[config.mk]
export PLATFORM = sky130hd
export DESIGN_NAME = pipe_hazard_ctrl
export DESIGN_NICKNAME = d
export VERILOG_FILES = /design/src/rtl/pipe_hazard_ctrl_pkg.sv /design/src/rtl/pipe_hazard_ctrl_cond_eval.sv /design/src/rtl/pipe_hazard_ctrl.sv
export SDC_FILE = /design/constraint.sdc
export NUM_CORES = 1
export LEC_CHECK = 0
export ABC_AREA = 1
export CAP_MARGIN = 20
export CORE_MARGIN = 2
export CORE_UTILIZATION = 50
export DETAILED_ROUTE_END_ITERATION = 8
export DONT_BUFFER_PORTS = 1
export GPL_TIMING_DRIVEN = 0
export PLACE_DENSITY = 0.68
export SYNTH_ARGS = -nofsm -noshare
export SYNTH_HDL_FRONTEND = slang
export SYNTH_SLANG_ARGS = --single-unit
[constraint.sdc]
create_clock -name clk -period 1.4 [get_ports clk]
set_input_delay 0 -clock clk [delete_from_list [all_inputs] [get_ports clk]]
set_output_delay 0 -clock clk [all_outputs]
set_load 0.005 [all_outputs]
[src/rtl/pipe_hazard_ctrl_pkg.sv]
// Shared types and constants for the pipeline hazard/stall controller.
package pipe_ctrl_pkg;

    // Stage indices into the stall/flush vectors (stages after fetch)
    localparam int unsigned STG_ID  = 0;
    localparam int unsigned STG_EX  = 1;
    localparam int unsigned STG_MEM = 2;
    localparam int unsigned STG_WB  = 3;

    // ARM-style condition codes carried in a conditional branch
    typedef enum logic [3:0] {
        COND_EQ = 4'h0,
        COND_NE = 4'h1,
        COND_CS = 4'h2,
        COND_CC = 4'h3,
        COND_MI = 4'h4,
        COND_PL = 4'h5,
        COND_VS = 4'h6,
        COND_VC = 4'h7,
        COND_HI = 4'h8,
        COND_LS = 4'h9,
        COND_GE = 4'hA,
        COND_LT = 4'hB,
        COND_GT = 4'hC,
        COND_LE = 4'hD,
        COND_AL = 4'hE
    } cond_e;

    // Memory wait state machine
    typedef enum logic {
        IDLE     = 1'b0,
        MEM_WAIT = 1'b1
    } mem_state_e;

    // Fetch address select
    localparam logic [1:0] ADDR_PC2 = 2'b00;
    localparam logic [1:0] ADDR_TGT = 2'b01;

    // Encoding loaded into a stage register as a bubble
    localparam logic [15:0] NOP_INSTR = 16'hBF00;

endpackage

[src/rtl/pipe_hazard_ctrl_cond_eval.sv]
// Evaluates a branch condition code against the {N,Z,C,V} flags.
module cond_eval
    import pipe_ctrl_pkg::*;
(
    input  logic [3:0] cond,
    input  logic [3:0] apsr,
    output logic       taken
);

    logic n, z, c, v;

    assign {n, z, c, v} = apsr;

    // Condition lookup; reserved code 1111 is never taken
    always_comb begin
        taken = 1'b0;
        case (cond_e'(cond))
            COND_EQ: taken = z;
            COND_NE: taken = ~z;
            COND_CS: taken = c;
            COND_CC: taken = ~c;
            COND_MI: taken = n;
            COND_PL: taken = ~n;
            COND_VS: taken = v;
            COND_VC: taken = ~v;
            COND_HI: taken = c & ~z;
            COND_LS: taken = ~c | z;
            COND_GE: taken = (n == v);
            COND_LT: taken = (n != v);
            COND_GT: taken = ~z & (n == v);
            COND_LE: taken = z | (n != v);
            COND_AL: taken = 1'b1;
            default: taken = 1'b0;
        endcase
    end

endmodule

[src/rtl/pipe_hazard_ctrl.sv]
// Pipeline hazard controller: tracks the EX instruction, resolves branches,
// sequences multi-cycle memory waits and detects load-use hazards, merging
// them by priority into per-stage stall and flush vectors.
module pipe_hazard_ctrl
    import pipe_ctrl_pkg::*;
#(
    parameter int unsigned NUM_STAGES = 4,
    parameter int unsigned IR_W       = 16,
    parameter int unsigned MEM_CNT_W  = 4,
    parameter int unsigned REG_AW     = 4
)
(
    input  logic                  clk,
    input  logic                  rst,
    input  logic [IR_W-1:0]       i_ir_id,
    input  logic                  i_ir_valid,
    input  logic [3:0]            i_apsr,
    input  logic                  i_mem_start,
    input  logic [MEM_CNT_W-1:0]  i_mem_cycles,
    input  logic                  i_ex_load,
    input  logic [REG_AW-1:0]     i_ex_rd,
    input  logic [REG_AW-1:0]     i_id_rs_a,
    input  logic                  i_id_rs_a_en,
    input  logic [REG_AW-1:0]     i_id_rs_b,
    input  logic                  i_id_rs_b_en,
    output logic [NUM_STAGES-1:0] o_stall,
    output logic [NUM_STAGES-1:0] o_flush,
    output logic [1:0]            o_addr_mode,
    output logic                  o_branch_taken,
    output logic                  o_busy
);

    mem_state_e           state, state_nxt;
    logic [MEM_CNT_W-1:0] cnt, cnt_nxt;
    logic [IR_W-1:0]      ir_ex, ir_ex_nxt;
    logic                 cond_taken;
    logic                 br_cond;
    logic                 br_uncond;
    logic                 br_taken;
    logic                 load_use;
    logic                 mem_wait;
    logic                 unused_ir;

    cond_eval u_cond_eval (
        .cond  (ir_ex[11:8]),
        .apsr  (i_apsr),
        .taken (cond_taken)
    );

    // Conditional branch excludes the 1110/1111 encodings (UDF/SVC space)
    assign br_cond   = (ir_ex[15:12] == 4'b1101) && (ir_ex[11:9] != 3'b111);
    assign br_uncond = (ir_ex[15:11] == 5'b11100);
    assign br_taken  = (br_cond && cond_taken) || br_uncond;
    assign mem_wait  = (state == MEM_WAIT);
    assign unused_ir = ^ir_ex;

    assign load_use = i_ex_load &&
                      ((i_id_rs_a_en && (i_id_rs_a == i_ex_rd)) ||
                       (i_id_rs_b_en && (i_id_rs_b == i_ex_rd)));

    assign o_busy = mem_wait;

    // Priority merge: memory wait, then taken branch, then load-use
    always_comb begin
        o_stall        = '0;
        o_flush        = '0;
        o_addr_mode    = ADDR_PC2;
        o_branch_taken = 1'b0;
        if (mem_wait) begin
            o_stall[STG_MEM:STG_ID] = '1;
            o_flush[STG_WB]         = 1'b1;
        end else if (br_taken) begin
            o_branch_taken  = 1'b1;
            o_addr_mode     = ADDR_TGT;
            o_flush[STG_ID] = 1'b1;
            o_flush[STG_EX] = 1'b1;
        end else if (load_use) begin
            o_stall[STG_ID] = 1'b1;
            o_flush[STG_EX] = 1'b1;
        end
    end

    // Memory wait sequencing; a start during MEM_WAIT is ignored
    always_comb begin
        state_nxt = state;
        cnt_nxt   = cnt;
        case (state)
            IDLE: begin
                if (i_mem_start && (i_mem_cycles >= MEM_CNT_W'(2))) begin
                    cnt_nxt   = i_mem_cycles - MEM_CNT_W'(1);
                    state_nxt = MEM_WAIT;
                end
            end
            MEM_WAIT: begin
                cnt_nxt = cnt - MEM_CNT_W'(1);
                if (cnt == MEM_CNT_W'(1)) begin
                    state_nxt = IDLE;
                end
            end
            default: begin
                state_nxt = IDLE;
                cnt_nxt   = '0;
            end
        endcase
    end

    // EX instruction tracking: hold on stall, bubble on flush or invalid ID
    always_comb begin
        ir_ex_nxt = ir_ex;
        if (!o_stall[STG_EX]) begin
            if (o_flush[STG_EX] || o_flush[STG_ID] || !i_ir_valid) begin
                ir_ex_nxt = IR_W'(NOP_INSTR);
            end else begin
                ir_ex_nxt = i_ir_id;
            end
        end
    end

    // State, counter and EX register
    always_ff @(posedge clk or posedge rst) begin
        if (rst) begin
            state <= IDLE;
            cnt   <= '0;
            ir_ex <= IR_W'(NOP_INSTR);
        end else begin
            state <= state_nxt;
            cnt   <= cnt_nxt;
            ir_ex <= ir_ex_nxt;
        end
    end

endmodule

---- Word level (Yosys, flattened, before mapping) ----
Cells that the tools add are included.
word-level totals
  flip-flop bits (word level) ............. 21
  bits of input ports ..................... 43
  logic and storage cells ................. 68
cells by class
  $add $sub $neg .......................... 2
  $lt $le $gt $ge ......................... 1
  equal/unequal tests ..................... 23
  multiplexer cells ....................... 18
  bitwise gates (word level) .............. 9
  reductions and logical operators ........ 12
operator list
  kind                 number
  $eq 4x4->1 const B   8
  $eq 4x3->1 const B   4
  $mux 16              1
  $pmux 1 s15          1
  $mux 1               11
  $eq 4x1->1 const B   2
  $eq 4x2->1 const B   2
  $eq 4x4->1           2
  $pmux 4 s2           1
  $sub 4x1->4 const B  2
  $logic_and 1x1->1    6
  $eq 5x5->1 const B   1
  $not 1->1            5
  $ge 4x2->1 const B   1
  $logic_not 4->1      1
  $logic_or 1x1->1     4
  $mux 2               2
  $mux 4               1
  $ne 3x3->1 const B   1
  $and 1x1->1          2
  $ne 2x2->1 const B   1
  $or 1x1->1           2
  $pmux 1 s2           1
  $eq 1x1->1           1
  2 further kinds      2

---- Logic depth before layout (Yosys ltp) ----
  depth after elaboration ................. 10
  mapped depth ............................ 14
  gate-level depth less buffers ........... 14

---- Cells and area by module ----
From an unflattened synthesis, not the netlist that was laid out.
unflattened totals
  cell total of the unflattened synthesis .. 212
  area, all modules ....................... 1327.5 µm²
by module, submodules not included
  module            instances  cells an instance  area each (µm²)  seq. area each (µm²)
  pipe_hazard_ctrl  1          157                1098.6           334.1
  cond_eval         1          55                 229.0            0.0

---- Least setup slack after synthesis ----
No wires, ideal clock.
  kind .................................... flip-flop to output port
  start ................................... reg ir_ex[11]
  end ..................................... out o_addr_mode[0]
  arrival time ............................ 1.494 ns
  required time ........................... 1.400 ns
  path slack .............................. -0.094 ns
  stages on the path, launching flop included .. 12
  buffers on the path ..................... 1
  path through ............................ dfstp_2 > inv_2 > nor2_1 > nand3_1 > nand2_1 > nand2_1 > nand2_1 > inv_1 > nand3_1 > nand2_2 > a21oi_1 > buf_4
between the ends
  longest elaborated chain between the ends .. 6
RTL lines
  what                                              line                                                      text
  start: declaration                                pipe_hazard_ctrl.sv:35                                    logic [IR_W-1:0] ir_ex, ir_ex_nxt;
  start signal: assignment                          pipe_hazard_ctrl.sv:124                                   ir_ex <= IR_W'(NOP_INSTR);
  start signal: assignment                          pipe_hazard_ctrl.sv:128                                   ir_ex <= ir_ex_nxt;
  $eq 4x4->1, or another cell as far along          pipe_hazard_ctrl_cond_eval.sv:17                          case (cond_e'(cond))
  $pmux 1 s15 or $logic_and 1x1->1 (tied branches)  pipe_hazard_ctrl_cond_eval.sv:17, pipe_hazard_ctrl.sv:51
  $logic_and 1x1->1                                 pipe_hazard_ctrl.sv:53                                    assign br_taken = (br_cond && cond_taken) || br_uncond;
  $logic_or 1x1->1 (*)                              pipe_hazard_ctrl.sv:53
  $mux 1 (*)                                        pipe_hazard_ctrl.sv:72                                    end else if (br_taken) begin
  $mux 1 (*)                                        pipe_hazard_ctrl.sv:69                                    if (mem_wait) begin
  end: declaration                                  pipe_hazard_ctrl.sv:28                                    output logic [1:0] o_addr_mode,
Mark *: on every way between the ends. The rest lies on a longest branch, timed or not.

---- Worst setup path in the final report ----
  start ................................... reg ir_ex[8]
  end ..................................... reg ir_ex[10]
between the ends
  longest elaborated chain between the ends .. 9
RTL lines
  what                                      line                              text
  $eq 4x4->1, or another cell as far along  pipe_hazard_ctrl_cond_eval.sv:17
  $pmux 1 s15 (*)                           pipe_hazard_ctrl_cond_eval.sv:17
  $logic_and 1x1->1 (*)                     pipe_hazard_ctrl.sv:53
  $logic_or 1x1->1 (*)                      pipe_hazard_ctrl.sv:53
  $mux 1                                    pipe_hazard_ctrl.sv:72
  $mux 2 (*)                                pipe_hazard_ctrl.sv:69
  $logic_or 1x1->1 (*) (2 in series)        pipe_hazard_ctrl.sv:111           if (o_flush[STG_EX] || o_flush[STG_ID] || !i_ir_valid) begin
  $mux 16 (*)                               pipe_hazard_ctrl.sv:111
Marked as above.
A chain may end at the register's enable or synchronous reset.

==> qor.csv <==
stage,metric,value,unit
placement,# port buffers,0,
final_layout,Nets,259,
synth,cells after synthesis,183,
floorplan,Row Count,17,
clocking,Longest Clk Path Bufs,2,
synth,top-area cell type share of the netlist area,15.4,%
floorplan,die area,2790,µm²
job,Max-Cap Viols,0,
outcome,status,"complete, but fails checks",
global_routing,gr ovfl total,0,
synth,async set-reset flop share out of synthesis,100,%
floorplan,starting density of the core,53.3,%
route,DRC,0,
floorplan,I/O pins,55,
final_layout,synthesis-to-finish area growth,33.0,%
sta,f_max,0.545,GHz
pwr,total power draw,0.00212,W
final_layout,Antenna Cells,0,
route,WL final,2950,µm
synth,Commonest cells post-synth,"nand2_1 (45), inv_1 (31), nor2_1 (20)",
critical_path,Critical Path End Type,register,
route,drt first pass iters,4,
synth,ys flop type,dfstp_2,
critical_path,worst setup path start,ir_ex[8],
critical_path,WP data arrival,2060,ps
global_routing,initial antenna violation count,0,
final_layout,post-route insts no fill,239,
synth,Mean Syn Cell Area,6.51,µm²
sta,period utilisation layout,131,%
synth,"count leader, synth",nand2_1,
global_routing,M2 GR Usage,42.9,%
clocking,clock network latency to the later pin of the worst-skew pair,280,ps
sta,fin crit period,1830,ps
synth,"Distinct cells, synth",30,
synth,Synth area leader,dfstp_2,
floorplan,Die X,52.8,µm
floorplan,core area,2230,µm²
global_routing,met1 usage,24.5,%
synth,sequential area share after synthesis,28.0,%
pwr,VDD IR max,0.956,mV
synth,Synth area leaders,"dfstp_2 (15%), nand2_1 (14%), dfrtp_1 (13%)",
clocking,Num CTS Buffers,3,
placement,post-DP HPWL,1950,µm
pwr,PD cells,1340,nW/µm²
route,wire per inst,12.3,µm
sta,Setup Viol. Count Final,13,
final_layout,layout cells sized above 1,28.0,%
route,Detailed Route Iter0 Violations,30,
sta,Max Slew Vio Count,0,
floorplan,Die Y,52.8,µm
placement,DP Cell Count,213,
global_routing,grt met3 use,3.43,%
worst_hold_path,Hold/Removal Path Class,in -> reg,
final_layout,cell area after layout,1580,µm²
critical_path,Reg-to-Reg Start,ir_ex[8],
sta,Final WS setup,-434,ps
clocking,Clock Sinks,13,
clocking,htree depth,1,
clocking,Worst-path clk slew,80,ps
synth,Mapped Area,1190,µm²
worst_hold_path,Hold Startpoint,i_mem_cycles[3],
synth,Syn. warnings,0,
global_routing,GRT Resource Usage Total,22.6,%
sta,final hold violations,0,
sta,RSZ-0062 raised after global routing,yes,
clocking,Root Driver,clkbuf_4,
outcome,failing checks,negative setup slack,
global_routing,number of global-route vias before repair,1171,
global_routing,global-route wire length before repair,4680,µm
critical_path,startpoint types,register,
critical_path,Setup CP Type,reg -> reg,
final_layout,"Core Util, Final",70.9,%
route,vias per inst,5.20,
clocking,CTS tree,built,
global_routing,layer with the highest usage,met2,
route,post-route antenna net violation count,0,
placement,DP Area,1250,µm²
sta,clock skew,0.494,ps
synth,"FF+latch count, synth",13,
synth,Post-synth EDFFs,0,
global_routing,largest net degree at the start of global routing,14,
critical_path,Required @ worst endpoint,1620,ps
sta,worst hold slack,33.8,ps
placement,GPL Wtd Cong,0.793,
critical_path,critical path peak fanout,5,
route,vias,1243,
pwr,P_leak,0.816,nW
area by class of cell:
class / count / area [µm²]
sequential: 13 / 334
fill: 188 / 649
tap: 28 / 35.0
inverter: 33 / 124
buffer: 12 / 95.1
multi-input combinational: 127 / 749
clock buffer: 4 / 26.3
timing repair buffer: 22 / 220
routing by layer:
metal  routed length [µm]  share of wire [%]
met5                    0                  0
met3                  148                5.0
met1                 1190                 40
met4                   62                2.1
met2                 1550                 52
registers in the layout, indices dropped and copies added, names as in the netlist:
signal and count:
cnt 4, ir_ex 8, o_busy 1
timing repair:
action | 4_1_cts | 5_1_grt
setup endpoints to repair | 13 | 13
cloned | 1 | 0
buffers inserted | 8 | 3
hold endpoints to repair | 22 | 0
pin swaps | 7 | 12
hold buffers | 10 | 0
gates resized for setup | 15 | 7
worst max-delay path, cell delays in order, from the launching register on:
cell     delay [ps]
dfstp_2         560
buf_2           150
o21ai_0         100
nand3_1          80
nand2_1          50
nor2_1          120
nand3_1         100
nand2_2         130
nand3_2          90
nand2_4         120
buf_12          130
nand3_2          50
nand2_1          60
inv_1            40
worst paths after layout:
path	endpoint	slack, ps	depth (start not counted)
max	ir_ex[10]	-430	13
min	cnt[3]	30	3
max reg2reg	ir_ex[10]	-430	13
min reg2reg	ir_ex[14]	490	2
max in group asynchronous	ir_ex[11]	880	2
min in group asynchronous	cnt[2]	170	2
layout by cell type (no fill, tap or decap), types with 2 or more instances in the layout:
master         netlist  layout
a21oi_1              5       3
buf_12               0       2
buf_2                1       2
buf_4               10      14
buf_6                0       5
clkbuf_1             1       2
clkbuf_4             0       3
conb_1               1       3
dfrtp_1              6       6
dfstp_2              7       7
dlygate4sd3_1        0      10
ha_1                 4       4
inv_1               31      27
inv_2                2       6
nand2_1             45      43
nand2_2              1       3
nand3_1             19      11
nand3_2              1       8
nand3b_1             2       2
nand4_1              3       3
nor2_1              20      16
nor2_4               0       3
o21ai_0              5       5
o22ai_1              2       2
xnor2_1              5       5
xor2_1               3       3
report_power, final:
group | switching, W | internal (W)
sequential | 0.000143 | 0.000576
combinational | 0.000630 | 0.000532
clock | 0.000129 | 0.000111
stage by stage:
stage / worst slack, ps / setup TNS (ps)
after global placement: -219 / -2130
after floorplan: -68.2 / -557
after CTS: -386 / -4260
after detailed placement: -248 / -2430
final: -434 / -5230
after global routing: -572 / -6720
kinds of logic after synthesis:
kind of cell / synth area share [%]
xor+xnor: 5.88
other cells: 0.315
buf+inv: 17.4
flops: 28.0
simple gates: 34.1
fa+ha+maj: 4.20
compound gates: 9.98
(Power assumes the default switching activity.)
